## config.mk

```make
export PLATFORM = sky130hd
export DESIGN_NAME = boot_loader_flat
export DESIGN_NICKNAME = d
export VERILOG_FILES = /design/src/rtl/boot_loader_if.sv /design/src/rtl/boot_loader.sv /design/src/flat_wrapper.sv
export SDC_FILE = /design/constraint.sdc
export NUM_CORES = 1
export LEC_CHECK = 0
export ABC_AREA = 1
export BUFFER_PORTS_ARGS = -buffer_cell sky130_fd_sc_hd__buf_2
export CAP_MARGIN = 20
export CORE_MARGIN = 3
export CORE_UTILIZATION = 55
export DETAILED_ROUTE_END_ITERATION = 10
export PLACE_DENSITY = 0.85
export SLEW_MARGIN = 10
export SYNTH_ARGS = -nofsm -noshare
export SYNTH_HDL_FRONTEND = slang
export SYNTH_SLANG_ARGS = --single-unit
```

## constraint.sdc

```tcl
create_clock -name clk -period 6.4 [get_ports clk]
set_clock_uncertainty 0.05 [all_clocks]
set_input_delay 0.96 -clock clk [delete_from_list [all_inputs] [get_ports clk]]
set_output_delay 0.96 -clock clk [all_outputs]
set_load 0.01 [all_outputs]
```

## src/rtl/boot_loader_if.sv

```systemverilog
// Word stream into the boot loader: one word moves on each cycle with s_valid && s_ready.
// The source owns s_valid/s_data, the loader owns s_ready; there is no added latency.
interface boot_loader_if #(
    parameter int DATA_WIDTH = 32
) ();
    logic                  s_valid;
    logic                  s_ready;
    logic [DATA_WIDTH-1:0] s_data;

    modport master (output s_valid, output s_data, input s_ready);
    modport slave  (input s_valid, input s_data, output s_ready);
endinterface

```

## src/rtl/boot_loader.sv

```systemverilog
// Loads header, instruction image and data image from a stream into the BRAMs, then releases the CPU.
// Each write strobe follows its accepted word by 1 cycle; s_valid low stalls the load indefinitely.
module boot_loader #(
    parameter int ADDR_WIDTH = 10,
    parameter int DATA_WIDTH = 32,
    parameter int CNT_WIDTH  = 16
) (
    input  logic                  clk,
    input  logic                  rst,
    input  logic                  start,
    boot_loader_if.slave          strm,
    output logic [ADDR_WIDTH-1:0] i_w_addr,
    output logic [DATA_WIDTH-1:0] i_w_dat,
    output logic                  i_w_enb,
    output logic [ADDR_WIDTH-1:0] d_w_addr,
    output logic [DATA_WIDTH-1:0] d_w_dat,
    output logic                  d_w_enb,
    output logic                  d_bram_init_done,
    output logic                  pc_stall,
    output logic                  cpu_rst,
    output logic                  i_r_enb,
    output logic                  rd_enbl,
    output logic                  busy,
    output logic                  load_err,
    output logic [31:0]           run_cycles
);
    localparam logic [CNT_WIDTH:0] MAX_WORDS = (CNT_WIDTH+1)'(2 ** (ADDR_WIDTH-2));

    typedef enum logic [2:0] {
        S_IDLE, S_HDR, S_INSTR, S_DATA, S_RUN, S_ERR
    } state_t;

    state_t                state;
    logic [CNT_WIDTH-1:0]  icnt;
    logic [CNT_WIDTH-1:0]  dcnt;
    logic [ADDR_WIDTH-3:0] idx;

    logic                  xfer;
    logic [CNT_WIDTH-1:0]  hdr_icnt;
    logic [CNT_WIDTH-1:0]  hdr_dcnt;
    logic                  hdr_bad;
    logic                  last_instr;
    logic                  last_data;
    logic                  can_start;

    assign xfer       = strm.s_valid && strm.s_ready;
    assign hdr_icnt   = strm.s_data[2*CNT_WIDTH-1:CNT_WIDTH];
    assign hdr_dcnt   = strm.s_data[CNT_WIDTH-1:0];
    assign hdr_bad    = (hdr_icnt == '0) || ({1'b0, hdr_icnt} > MAX_WORDS) ||
                        ({1'b0, hdr_dcnt} > MAX_WORDS);
    assign last_instr = (CNT_WIDTH'(idx) == icnt - CNT_WIDTH'(1));
    assign last_data  = (CNT_WIDTH'(idx) == dcnt - CNT_WIDTH'(1));
    assign can_start  = start && (state == S_IDLE || state == S_RUN || state == S_ERR);

    always_ff @(posedge clk or posedge rst) begin
        if (rst) begin
            state            <= S_IDLE;
            icnt             <= '0;
            dcnt             <= '0;
            idx              <= '0;
            strm.s_ready     <= 1'b0;
            i_w_addr         <= '0;
            i_w_dat          <= '0;
            i_w_enb          <= 1'b0;
            d_w_addr         <= '0;
            d_w_dat          <= '0;
            d_w_enb          <= 1'b0;
            d_bram_init_done <= 1'b0;
            pc_stall         <= 1'b1;
            cpu_rst          <= 1'b1;
            i_r_enb          <= 1'b0;
            rd_enbl          <= 1'b0;
            busy             <= 1'b0;
            load_err         <= 1'b0;
            run_cycles       <= '0;
        end else begin
            i_w_enb <= 1'b0;
            d_w_enb <= 1'b0;
            if (can_start) begin
                // (Re)load: park the CPU and hand the data port back before any word arrives.
                state            <= S_HDR;
                strm.s_ready     <= 1'b1;
                busy             <= 1'b1;
                load_err         <= 1'b0;
                pc_stall         <= 1'b1;
                cpu_rst          <= 1'b1;
                i_r_enb          <= 1'b0;
                rd_enbl          <= 1'b0;
                d_bram_init_done <= 1'b0;
                run_cycles       <= '0;
            end else begin
                case (state)
                    S_HDR: begin
                        if (xfer) begin
                            icnt <= hdr_icnt;
                            dcnt <= hdr_dcnt;
                            idx  <= '0;
                            if (hdr_bad) begin
                                state        <= S_ERR;
                                strm.s_ready <= 1'b0;
                                busy         <= 1'b0;
                                load_err     <= 1'b1;
                            end else begin
                                state <= S_INSTR;
                            end
                        end
                    end
                    S_INSTR: begin
                        if (xfer) begin
                            i_w_addr <= {idx, 2'b00};
                            i_w_dat  <= strm.s_data;
                            i_w_enb  <= 1'b1;
                            if (last_instr) begin
                                idx <= '0;
                                if (dcnt != '0) begin
                                    state <= S_DATA;
                                end else begin
                                    state        <= S_RUN;
                                    strm.s_ready <= 1'b0;
                                    busy         <= 1'b0;
                                end
                            end else begin
                                idx <= idx + 1'b1;
                            end
                        end
                    end
                    S_DATA: begin
                        if (xfer) begin
                            d_w_addr <= {idx, 2'b00};
                            d_w_dat  <= strm.s_data;
                            d_w_enb  <= 1'b1;
                            if (last_data) begin
                                idx          <= '0;
                                state        <= S_RUN;
                                strm.s_ready <= 1'b0;
                                busy         <= 1'b0;
                            end else begin
                                idx <= idx + 1'b1;
                            end
                        end
                    end
                    S_RUN: begin
                        // Release lands one cycle after RUN entry, so the final write strobe
                        // always completes while the CPU is still parked.
                        pc_stall         <= 1'b0;
                        cpu_rst          <= 1'b0;
                        i_r_enb          <= 1'b1;
                        rd_enbl          <= 1'b1;
                        d_bram_init_done <= 1'b1;
                        if (run_cycles != '1) begin
                            run_cycles <= run_cycles + 32'd1;
                        end
                    end
                    default: begin
                    end
                endcase
            end
        end
    end
endmodule

```

## src/flat_wrapper.sv

```systemverilog
// flat-port wrapper written by rule: the top's interface ports become plain ports
module boot_loader_flat 
#(
    parameter int ADDR_WIDTH = 10,
    parameter int DATA_WIDTH = 32,
    parameter int CNT_WIDTH  = 16
)
  (clk, rst, start, i_w_addr, i_w_dat, i_w_enb, d_w_addr, d_w_dat, d_w_enb, d_bram_init_done, pc_stall, cpu_rst, i_r_enb, rd_enbl, busy, load_err, run_cycles, strm_s_valid, strm_s_data, strm_s_ready);
  boot_loader_if #(.DATA_WIDTH(DATA_WIDTH)) strm_i ();
  input  logic clk;
  input  logic rst;
  input  logic start;
  output logic [ADDR_WIDTH-1:0] i_w_addr;
  output logic [DATA_WIDTH-1:0] i_w_dat;
  output logic i_w_enb;
  output logic [ADDR_WIDTH-1:0] d_w_addr;
  output logic [DATA_WIDTH-1:0] d_w_dat;
  output logic d_w_enb;
  output logic d_bram_init_done;
  output logic pc_stall;
  output logic cpu_rst;
  output logic i_r_enb;
  output logic rd_enbl;
  output logic busy;
  output logic load_err;
  output logic [31:0] run_cycles;
  input wire logic [$bits(strm_i.s_valid)-1:0] strm_s_valid;
  input wire logic [$bits(strm_i.s_data)-1:0] strm_s_data;
  output wire logic [$bits(strm_i.s_ready)-1:0] strm_s_ready;
  assign strm_i.s_valid = strm_s_valid;
  assign strm_i.s_data = strm_s_data;
  assign strm_s_ready = strm_i.s_ready;
  boot_loader #(.ADDR_WIDTH(ADDR_WIDTH), .DATA_WIDTH(DATA_WIDTH), .CNT_WIDTH(CNT_WIDTH)) u_core (.clk(clk), .rst(rst), .start(start), .strm(strm_i), .i_w_addr(i_w_addr), .i_w_dat(i_w_dat), .i_w_enb(i_w_enb), .d_w_addr(d_w_addr), .d_w_dat(d_w_dat), .d_w_enb(d_w_enb), .d_bram_init_done(d_bram_init_done), .pc_stall(pc_stall), .cpu_rst(cpu_rst), .i_r_enb(i_r_enb), .rd_enbl(rd_enbl), .busy(busy), .load_err(load_err), .run_cycles(run_cycles));
endmodule
```

# Word-level counts from Yosys, hierarchy flattened
# Cells that the tools add are included.
# totals
input_bits	36
output_inout_bits	126
latchBits	0
mem_bits_ro	0
register_bits	161
ramBits	0
memories	0
# classes
addsub	4
n_eq_ne	18
div	0
shifts	0
reduce_logical	24
bitwise	1
n_lt_le_gt_ge	2
n_mul	0
mux	40
# ops
op	n
32-bit two-way mux	3
8-bit two-way mux	5
32-bit by 1-bit adder with 32-bit output (second input constant)	1
8-bit by 16-bit equality test with 1-bit output	2
16-bit by 9-bit greater-than comparator with 1-bit output (second input constant)	2
32-bit != test (second input constant)	1
16-bit by 1-bit subtractor with 16-bit output (second input constant)	2
3-bit two-way mux	8
8-bit one-hot mux with 3 select lines	1
1-bit two-way mux	21
3-bit by 1-bit != test with 1-bit output (second input constant)	6
16-bit zero test	1
16-bit nonzero test	1
3-bit AND reduction	4
2-bit nonzero test	5
3-bit one-hot mux with 3 select lines	1
8-bit by 1-bit adder with 8-bit output (second input constant)	1
8-bit AND reduction	1
3-bit by 2-bit equality test with 1-bit output (second input constant)	2
3-bit equality test (second input constant)	2
2-bit by 1-bit != test with 1-bit output (second input constant)	3
6-bit AND reduction	1
5-bit AND reduction	1
1-bit logical OR	4
other kinds (9)	10

# Logic depth before layout (Yosys ltp)
# Gate-level depths: netlist (run 1).
# logic_depth
ltp_word	7
ltp_mapped	15
ltp_nobuf	15

# Least setup slack after synthesis (run 1)
# Ideal clock, no wire load.
# synth_timing
kind	input -> register
startpoint	input port start
endpoint	register u_core.run_cycles[24]
cell_stages	8
required_ns	6.231
slack_ns	4.401
n_path_buf	1
t_arrival_ns	1.830
setup_ns	0.119
cell_sequence	nand3_1 > inv_2 > o21ai_2 > buf_6 > nor2_2 > nand3_1 > nand2_1 > nor2_1
# synth_between
elab_chain_cells	3
# synth_rtl
item	line_no	text
from (decl)	flat_wrapper.sv:12	input logic start;
1-bit logical AND (*)	boot_loader.sv:53	assign can_start = start && (state == S_IDLE || state == S_RUN || state == S_ERR);
2-bit nonzero test (no source line)	--	
2-bit AND reduction (no source line)	--	
to (signal assigned)	boot_loader.sv:151	run_cycles <= run_cycles + 32'd1;
to (decl)	boot_loader.sv:25	output logic [31:0] run_cycles
# Mark *: on every way between the ends. The rest lies on a longest branch, timed or not.
# A chain may end at the register's enable or synchronous reset.

# Worst setup path in the final report (run 1)
# layout_timing
startpoint	register u_core.state[0]
endpoint	register u_core.run_cycles[8]
# layout_between
elab_chain_cells	6
# layout_rtl
item	line_no	text
from (decl)	boot_loader.sv:33	state_t state;
from (signal assigned)	boot_loader.sv:57	state <= S_IDLE;
from (signal assigned)	boot_loader.sv:81	state <= S_HDR;
from (signal assigned)	boot_loader.sv:99	state <= S_ERR;
3-bit equality test or 3-bit zero test (tied branches)	boot_loader.sv:53, boot_loader.sv:92	
1-bit logical OR (2 in series)	boot_loader.sv:53	
1-bit logical AND	boot_loader.sv:53	
2-bit nonzero test (no source line)	--	
2-bit AND reduction (no source line)	--	
# Several ways; a longest one is shown, not always the timed one.

==> results by group, run 1 <==
Routing
  • DRT iter0 DRCs: 807
  • 1st-pass router iterations: 6
  • Final ANT Viol Nets: 0
  • Total number of vias: 7,485
  • Wire per inst: 15.1 um
  • Post-Route WL: 20.8 mm
  • Via density: 5.42
  • # DRC: 0

Setup path
  • Worst setup EP type: flip-flop
  • CP max FO: 29
  • Crit Path Class: reg -> reg
  • R2R depth: 10
  • Worst r2r dst: u_core.run_cycles[8]$_DFFE_PP0P_
  • Critical path launch point type: flip-flop
  • Critical Path RT: 6660 ps
  • R2R setup slack: 3330 ps
  • FF-to-FF Start: u_core.state[0]$_DFFE_PP0P_
  • CP arrival: 3330 ps

Cells and area
  • Cell Count, Final, Fillers Out: 1,381
  • Post-route cell area: 9620 sq um
  • Nets@finish: 1,228
  • # diodes: 0
  • Final Util: 67.7%
  • Layout area overhead: 17.4%
  • Share of post-route cells with drive strength above 1: 18.2%

Timing
  • Max-slew violations: 0
  • Fmax: 0.326 GHz
  • Slew @ Worst Pin: 992 ps
  • Fin crit period: 3070 ps
  • Final setup vio count: 0
  • Final Cycle Share: 47.9%
  • RSZ-0062 raised after global routing: false
  • TNS Setup: 0 ps
  • Final Hold Viols: 0
  • Worst slew margin: 33.7%

Yosys
  • Cell area after synthesis: 8190 sq um
  • Syn Inst Count: 1,047
  • Synth top area cells: dfrtp_1 (49%), nand2_1 (14%), o21ai_0 (8.3%)
  • Register bit total from synthesis: 161
  • Register area share after synthesis: 49.2%
  • Synth unique cells: 34
  • Yosys top cell by area: dfrtp_1
  • Yosys warnings: 0
  • Syn avg cell area: 7.83 sq um
  • Post-synth top area share: 48.9%

Global routing
  • Grt met1 use: 36.0%
  • Busiest grt layer: met2
  • Overflow after GRT: 0
  • Tot GR Track Use: 26.0%
  • Grt met3 use: 5.33%
  • Antenna violations before repair: 0
  • First-pass GRT wire length: 34.2 mm
  • Met2 Usage GRT: 41.3%
  • Vias in the first global route: 6,880
  • Largest net degree at the start of global routing: 90

Min path
  • Worst Hold Path EP: u_core.pc_stall$_DFFE_PP1P_
  • Hold Startpoint: u_core.pc_stall$_DFFE_PP1P_
  • Worst Hold Depth: 2
  • Worst Hold Class: reg -> reg

Clock tree
  • Worst-Skew Late Latency: 430 ps
  • H-tree depth: 4
  • Sink Count: 161
  • CTS tree: built
  • Clock Path Buffers: 2
  • Hold-fix buffers, CTS: 0
  • Clk root buf: clkbuf_16
  • Cts repair resizes: 0
  • CTS Buf Count: 17
  • Worst-path clk slew: 60 ps
  • # Post-CTS Setup Buffers: 0

Run
  • MaxCap Viol Count: 0

Power
  • Comb power frac: 27.7%
  • Leakage: 4.94 nW
  • Reg power frac: 41.0%
  • Clock share of power: 31.3%
  • Worst VDD drop: 0.000206 V
  • Switch Pwr: 0.00112 W
  • Internal power: 0.00201 W
  • Sw Share: 35.9%
  • P per Cell Area: 325 nW/um^2

Floorplan
  • CORE AREA: 14,200 sq um
  • Initial core utilization: 57.7%
  • Die W: 128 um
  • Total die area: 16,400 sq um
  • I/O pin count: 162
  • Chip Height: 128 um
  • Rows: 43

Placed design
  • Port buffer count: 157
  • Area after DPL: 9040 sq um
  • Final GP Congestion: 0.927
  • Post-Place Cells: 1,349
  • HPWL after DPL: 15.1 mm

Run status
  • Status: finished clean
cell type report:
type / instances / area [sq um]
Multi-Input combinational cell: 736 / 3550
Clock inverter: 12 / 108
Timing Repair Buffer: 162 / 823
Inverter: 110 / 418
Sequential cell: 161 / 4030
Clock buffer: 20 / 467
Tap cell: 180 / 225
Fill cell: 1197 / 4590
critical path, cell delays in order, from the launching register on:
cell	delay, ps
dfrtp_1	390
inv_1	70
nor2_1	90
inv_1	60
nand3_1	690
inv_2	360
o21ai_2	520
buf_4	380
nor2_1	100
o21ai_0	160
a21oi_1	70
logic make-up after synthesis:
family	share of synthesized area, %
xor+xnor	5.56
flops	49.2
simple gates	26.5
fa+ha+maj	0.611
compound gates	10.4
other cells	0.0458
buf+inv	7.73
through the flow:
step	setup WS, ps	total power [W]	hold slack [ps]
final	3330	0.00313	426
after detailed placement	2970	0.00216	417
after floorplan	1040	0.00197	429
after global placement	3000	0.00213	411
after global routing	3040	0.00334	450
after CTS	3390	0.00313	428
metal layers:
metal,vias to the layer above,wire [um]
met5,-,0
met4,0,481
met3,50,1290
met2,298,9980
met1,3508,9070
li1,3629,-
cells in the mapped netlist:
master,number
nand3_1,47
nor3_1,19
clkbuf_1,25
nand2_2,4
nor2_1,97
conb_1,1
and2_1,1
or2_2,1
ha_1,4
o31ai_1,14
clkbuf_2,1
nor3_2,2
nor2_4,3
o21ai_0,136
buf_1,1
inv_2,2
buf_6,2
nand4_1,23
xnor2_1,22
dfrtp_1,160
o21ai_2,1
buf_4,10
inv_1,108
o21a_1,1
nor4_1,4
nor2_2,5
a21oi_1,8
xor2_1,30
a21oi_2,1
buf_2,4
nand3b_1,5
nand2_1,303
nand3_2,1
dfstp_2,1
cell usage in the layout (no fill, tap or decap), types with 2 or more instances in the layout:
cell type / netlist / layout
conb_1: 1 / 4
nor4_1: 4 / 4
nand2_1: 303 / 301
o21ai_0: 136 / 136
nor2_1: 97 / 97
inv_1: 108 / 107
nor2_4: 3 / 3
ha_1: 4 / 4
nand2_2: 4 / 6
inv_6: 0 / 2
buf_2: 4 / 157
nand3b_1: 5 / 5
nor3_1: 19 / 19
dfrtp_1: 160 / 160
o31ai_1: 14 / 14
clkinvlp_4: 0 / 6
nand3_1: 47 / 47
clkbuf_16: 0 / 17
buf_4: 10 / 5
nor2_2: 5 / 5
nand4_1: 23 / 23
clkinv_2: 0 / 3
inv_2: 2 / 2
clkbuf_8: 0 / 3
xor2_1: 30 / 30
xnor2_1: 22 / 22
nor3_2: 2 / 2
a21oi_1: 8 / 8
registers in the layout, summed over array words and instances (netlist names), 3 cells and up:
| signal | cells |
|---|---|
| u_core.d_w_addr | 8 |
| u_core.d_w_dat | 32 |
| u_core.dcnt | 16 |
| u_core.i_w_addr | 8 |
| u_core.i_w_dat | 32 |
| u_core.icnt | 16 |
| u_core.idx | 8 |
| u_core.run_cycles | 32 |
| u_core.state | 3 |
power by group through the flow:
stage | clock, W | combinational (W) | sequential (W)
final | 0.000979 | 0.000866 | 0.00128
after global routing | 0.00103 | 0.00100 | 0.00130
after CTS | 0.000986 | 0.000867 | 0.00128
after detailed placement | 0 | 0.000861 | 0.00130
after global placement | 0 | 0.000834 | 0.00129
after floorplan | 0 | 0.000704 | 0.00127
worst max path at each step:
stage	depth (start not counted)	to	from	slack [ps]
after floorplan	1	u_core.busy$_DFFE_PP0P_	rst	1040
after global placement	8	u_core.run_cycles[8]$_DFFE_PP0P_	start	3000
after global routing	10	u_core.run_cycles[3]$_DFFE_PP0P_	u_core.state[0]$_DFFE_PP0P_	3040
after CTS	11	u_core.run_cycles[10]$_DFFE_PP0P_	u_core.state[0]$_DFFE_PP0P_	3390
after detailed placement	8	u_core.run_cycles[8]$_DFFE_PP0P_	start	2970
final	10	u_core.run_cycles[8]$_DFFE_PP0P_	u_core.state[0]$_DFFE_PP0P_	3330
No activity file was read; power rests on OpenSTA's default activity.
==> run 2, diff against run 1 <==
- clock period: 6.4 -> 3 ns (I/O delays scaled with it)
==> run 2 against run 1 <==
Against the previous run: the run now ends with hold timing left; register-to-register slack worse by 2700 ps; combinational power up 120%; worst hold slack worse by 430 ps; power up 110%; clock power up 110%; fmax up 30%; utilization up 0.30 points.
==> results by group, run 2 (synthesis results as in run 1) <==
Setup path
  • Critical path launch point type: flip-flop
  • Worst path cell trace: inv_1, ha_1, inv_1, nor3_1, nand2_1, nand2_1, nand2_1, nor2_1, nand2_1, nor2_1, nand2_1, nand2_2, nand2_2, nand3_1, nand2_1
  • Worst path slowest cell: dfrtp_1
  • Worst setup EP type: flip-flop
  • Crit path buffers/inverters: 2 (-2)
  • Crit path largest cell delay: 380 ps (-310 ps)
  • Critical Path RT: 3260 ps (-3400 ps)
  • CP max FO: 7 (-76%)
  • Most frequent CP cell: nand2_1
  • Crit Path Class: reg -> reg
  • Delay-heaviest family, CP: simple AND/OR/NAND/NOR gates
  • CP arrival: 2620 ps (-710 ps)

Placed design
  • Port buffer count: 157 (unchanged)
  • HPWL after DPL: 15.7 mm (+3.9%)
  • Final GP Congestion: 0.965 (+4.1%)
  • DP Worst Slack: 754 ps (-2210 ps)
  • Area after DPL: 9110 sq um (+0.73%)

Routing
  • Total number of vias: 7,472 (-0.17%)
  • Post-Route WL: 21.4 mm (+2.6%)
  • 1st-pass router iterations: 5 (-1)
  • DRT iter0 DRCs: 713 (-12%)
  • Wire per inst: 15.4 um (+2.3%)
  • Via density: 5.39 (-0.46%)
  • Final ANT Viol Nets: 0 (unchanged)
  • # DRC: 0 (unchanged)

Clock tree
  • CTS Buf Count: 17 (unchanged)
  • Worst-Skew Late Latency: 430 ps (about the same)
  • Clk root buf: clkbuf_16
  • Hold-fix buffers, CTS: 0 (unchanged)
  • Clock Path Buffers: 2 (unchanged)
  • Cts repair resizes: 0 (unchanged)
  • # Post-CTS Setup Buffers: 0 (unchanged)
  • Sink Count: 161 (unchanged)
  • CTS tree: built
  • Worst-path clk slew: 70 ps (about the same)
  • H-tree depth: 4 (unchanged)

Global routing
  • Antenna violations before repair: 0 (unchanged)
  • Vias in the first global route: 7,193 (+4.5%)
  • Tot GR Track Use: 27.0% (+1.0 points)
  • Overflow after GRT: 0 (unchanged)
  • First-pass GRT wire length: 35.5 mm (+4.0%)
  • Largest net degree at the start of global routing: 72 (-20%)

Floorplan
  • Initial core utilization: 57.7% (unchanged)
  • Chip Height: 128 um (unchanged)
  • CORE AREA: 14,200 sq um (unchanged)
  • Total die area: 16,400 sq um (unchanged)
  • I/O pin count: 162 (unchanged)
  • Rows: 43 (unchanged)
  • Die W: 128 um (unchanged)

Power
  • Internal power: 0.00422 W (+110%)
  • Switch Pwr: 0.00243 W (+120%)
  • Worst VDD drop: 0.000483 V (+130%)
  • P per Cell Area: 689 nW/um^2 (+110%)
  • Clock share of power: 30.3% (-1.0 points)
  • Sw Share: 36.6% (+0.72 points)
  • Power, Total: 0.00665 W (+110%)
  • Comb power frac: 28.4% (+0.7 points)
  • Leakage: 4.98 nW (+0.80%)
  • Reg power frac: 41.4% (+0.4 points)

Timing
  • Fin crit period: 2350 ps (-713 ps)
  • Fin Hold WS: -5.67 ps (-431 ps)
  • Worst slew margin: 56.5% (+23 points)
  • RSZ-0062 raised after global routing: false
  • Max-slew violations: 0 (unchanged)
  • Final Hold Viols: 17 (+17)
  • TNS Setup: 0 ps (unchanged)
  • Slew @ Worst Pin: 650 ps (-342 ps)
  • Fmax: 0.425 GHz (+30%)
  • Final setup vio count: 0 (unchanged)
  • Final Cycle Share: 78.5% (+31 points)
  • Final WS setup: 645 ps (-2690 ps)

Cells and area
  • Layout filler cell count: 1,196 (-0.084%)
  • Share of post-route cells with drive strength above 1: 18.3% (+0.19 points)
  • # diodes: 0 (unchanged)
  • Most frequent cells in the layout: nand2_1 (301), dfrtp_1 (160), buf_2 (157)
  • Commonest non-fill, non-tap cell in the layout: nand2_1
  • Layout area overhead: 17.9%
  • Top flop regs: u_core.d_w_dat (32), u_core.i_w_dat (32), u_core.run_cycles (32)
  • Post-route cell area: 9660 sq um (+0.44%)
  • Nets@finish: 1,232 (+0.33%)
  • Final Util: 68.0% (+0.30 points)

Run status
  • Violated checks: hold timing
  • Status: complete, but fails checks

Min path
  • Worst Hold Class: in -> async

Run
  • MaxCap Viol Count: 0 (unchanged)
[run 2: changes by cell type in the layout (fill, tap and decap cells not counted)]
cell | before | now
clkbuf_1 | 0 | 1
clkinv_4 | 1 | 4
clkinv_2 | 3 | 4
clkinvlp_4 | 6 | 2
bufinv_16 | 1 | 0
buf_12 | 0 | 3
buf_4 | 5 | 6
[run 2: layer usage]
| metal | track usage [%] | vias to the layer above | routed length [um] |
|---|---|---|---|
| met1 | 37.1 | 3540 | 9350 |
| met5 | 0 | - | 0 |
| met2 | 43.6 | 260 | 10300 |
| met3 | 5.88 | 42 | 1300 |
| li1 | - | 3630 | - |
| met4 | 7.93 | 0 | 444 |
[run 2: area by class of cell]
type	instances	area [sq um]	area share [%]
inverter	110	417	4.31
tap	180	225	2.33
multi-input combinational	736	3550	36.7
clock buffer	21	470	4.87
sequential	161	4030	41.7
clock inverter	11	80.1	0.829
timing repair buffer	166	891	9.22
[run 2: power by group through the flow]
stage | Sequential, W | Clock, W | Combinational (W)
2_1_floorplan | 0.00271 | 0 | 0.00150
3_3_place_gp | 0.00276 | 0 | 0.00182
3_5_place_dp | 0.00277 | 0 | 0.00187
4_1_cts | 0.00274 | 0.00203 | 0.00189
5_1_grt | 0.00279 | 0.00212 | 0.00219
6_report | 0.00275 | 0.00201 | 0.00189
[run 2: path summary, 6_finish.rpt]
check	slack, ps	end	cells after the start	startpoint
worst max-delay path	650	u_core.idx[7]$_DFFE_PP0P_	15	u_core.dcnt[0]$_DFFE_PP0P_
worst min-delay path	-6	u_core.run_cycles[23]$_DFFE_PP0P_	2	rst
worst max register to register	650	u_core.idx[7]$_DFFE_PP0P_	15	u_core.dcnt[0]$_DFFE_PP0P_
worst min register to register	430	u_core.d_w_dat[30]$_DFFE_PP0P_	2	u_core.d_w_dat[30]$_DFFE_PP0P_
max in group asynchronous	2060	u_core.d_w_dat[29]$_DFFE_PP0P_	3	rst
min in group clk	200	u_core.icnt[15]$_DFFE_PP0P_	3	strm_s_data[31]
[run 2: worst register-to-register path, stage by stage (launching register included)]
cell     delay (ps)
dfrtp_1         380
inv_1           150
ha_1            210
inv_1           100
nor3_1          330
nand2_1         110
nand2_1          70
nand2_1          50
nor2_1          100
nand2_1          50
nor2_1          120
nand2_1         120
nand2_2         170
nand2_2         120
nand3_1          90
nand2_1          50
[run 2: through the flow]
step                      std cells  hold slack (ps)
after detailed placement       1353              419
after floorplan                1050              429
after global routing           1385             17.7
final                          1385            -5.67
after global placement         1353              411
after CTS                      1385             2.27
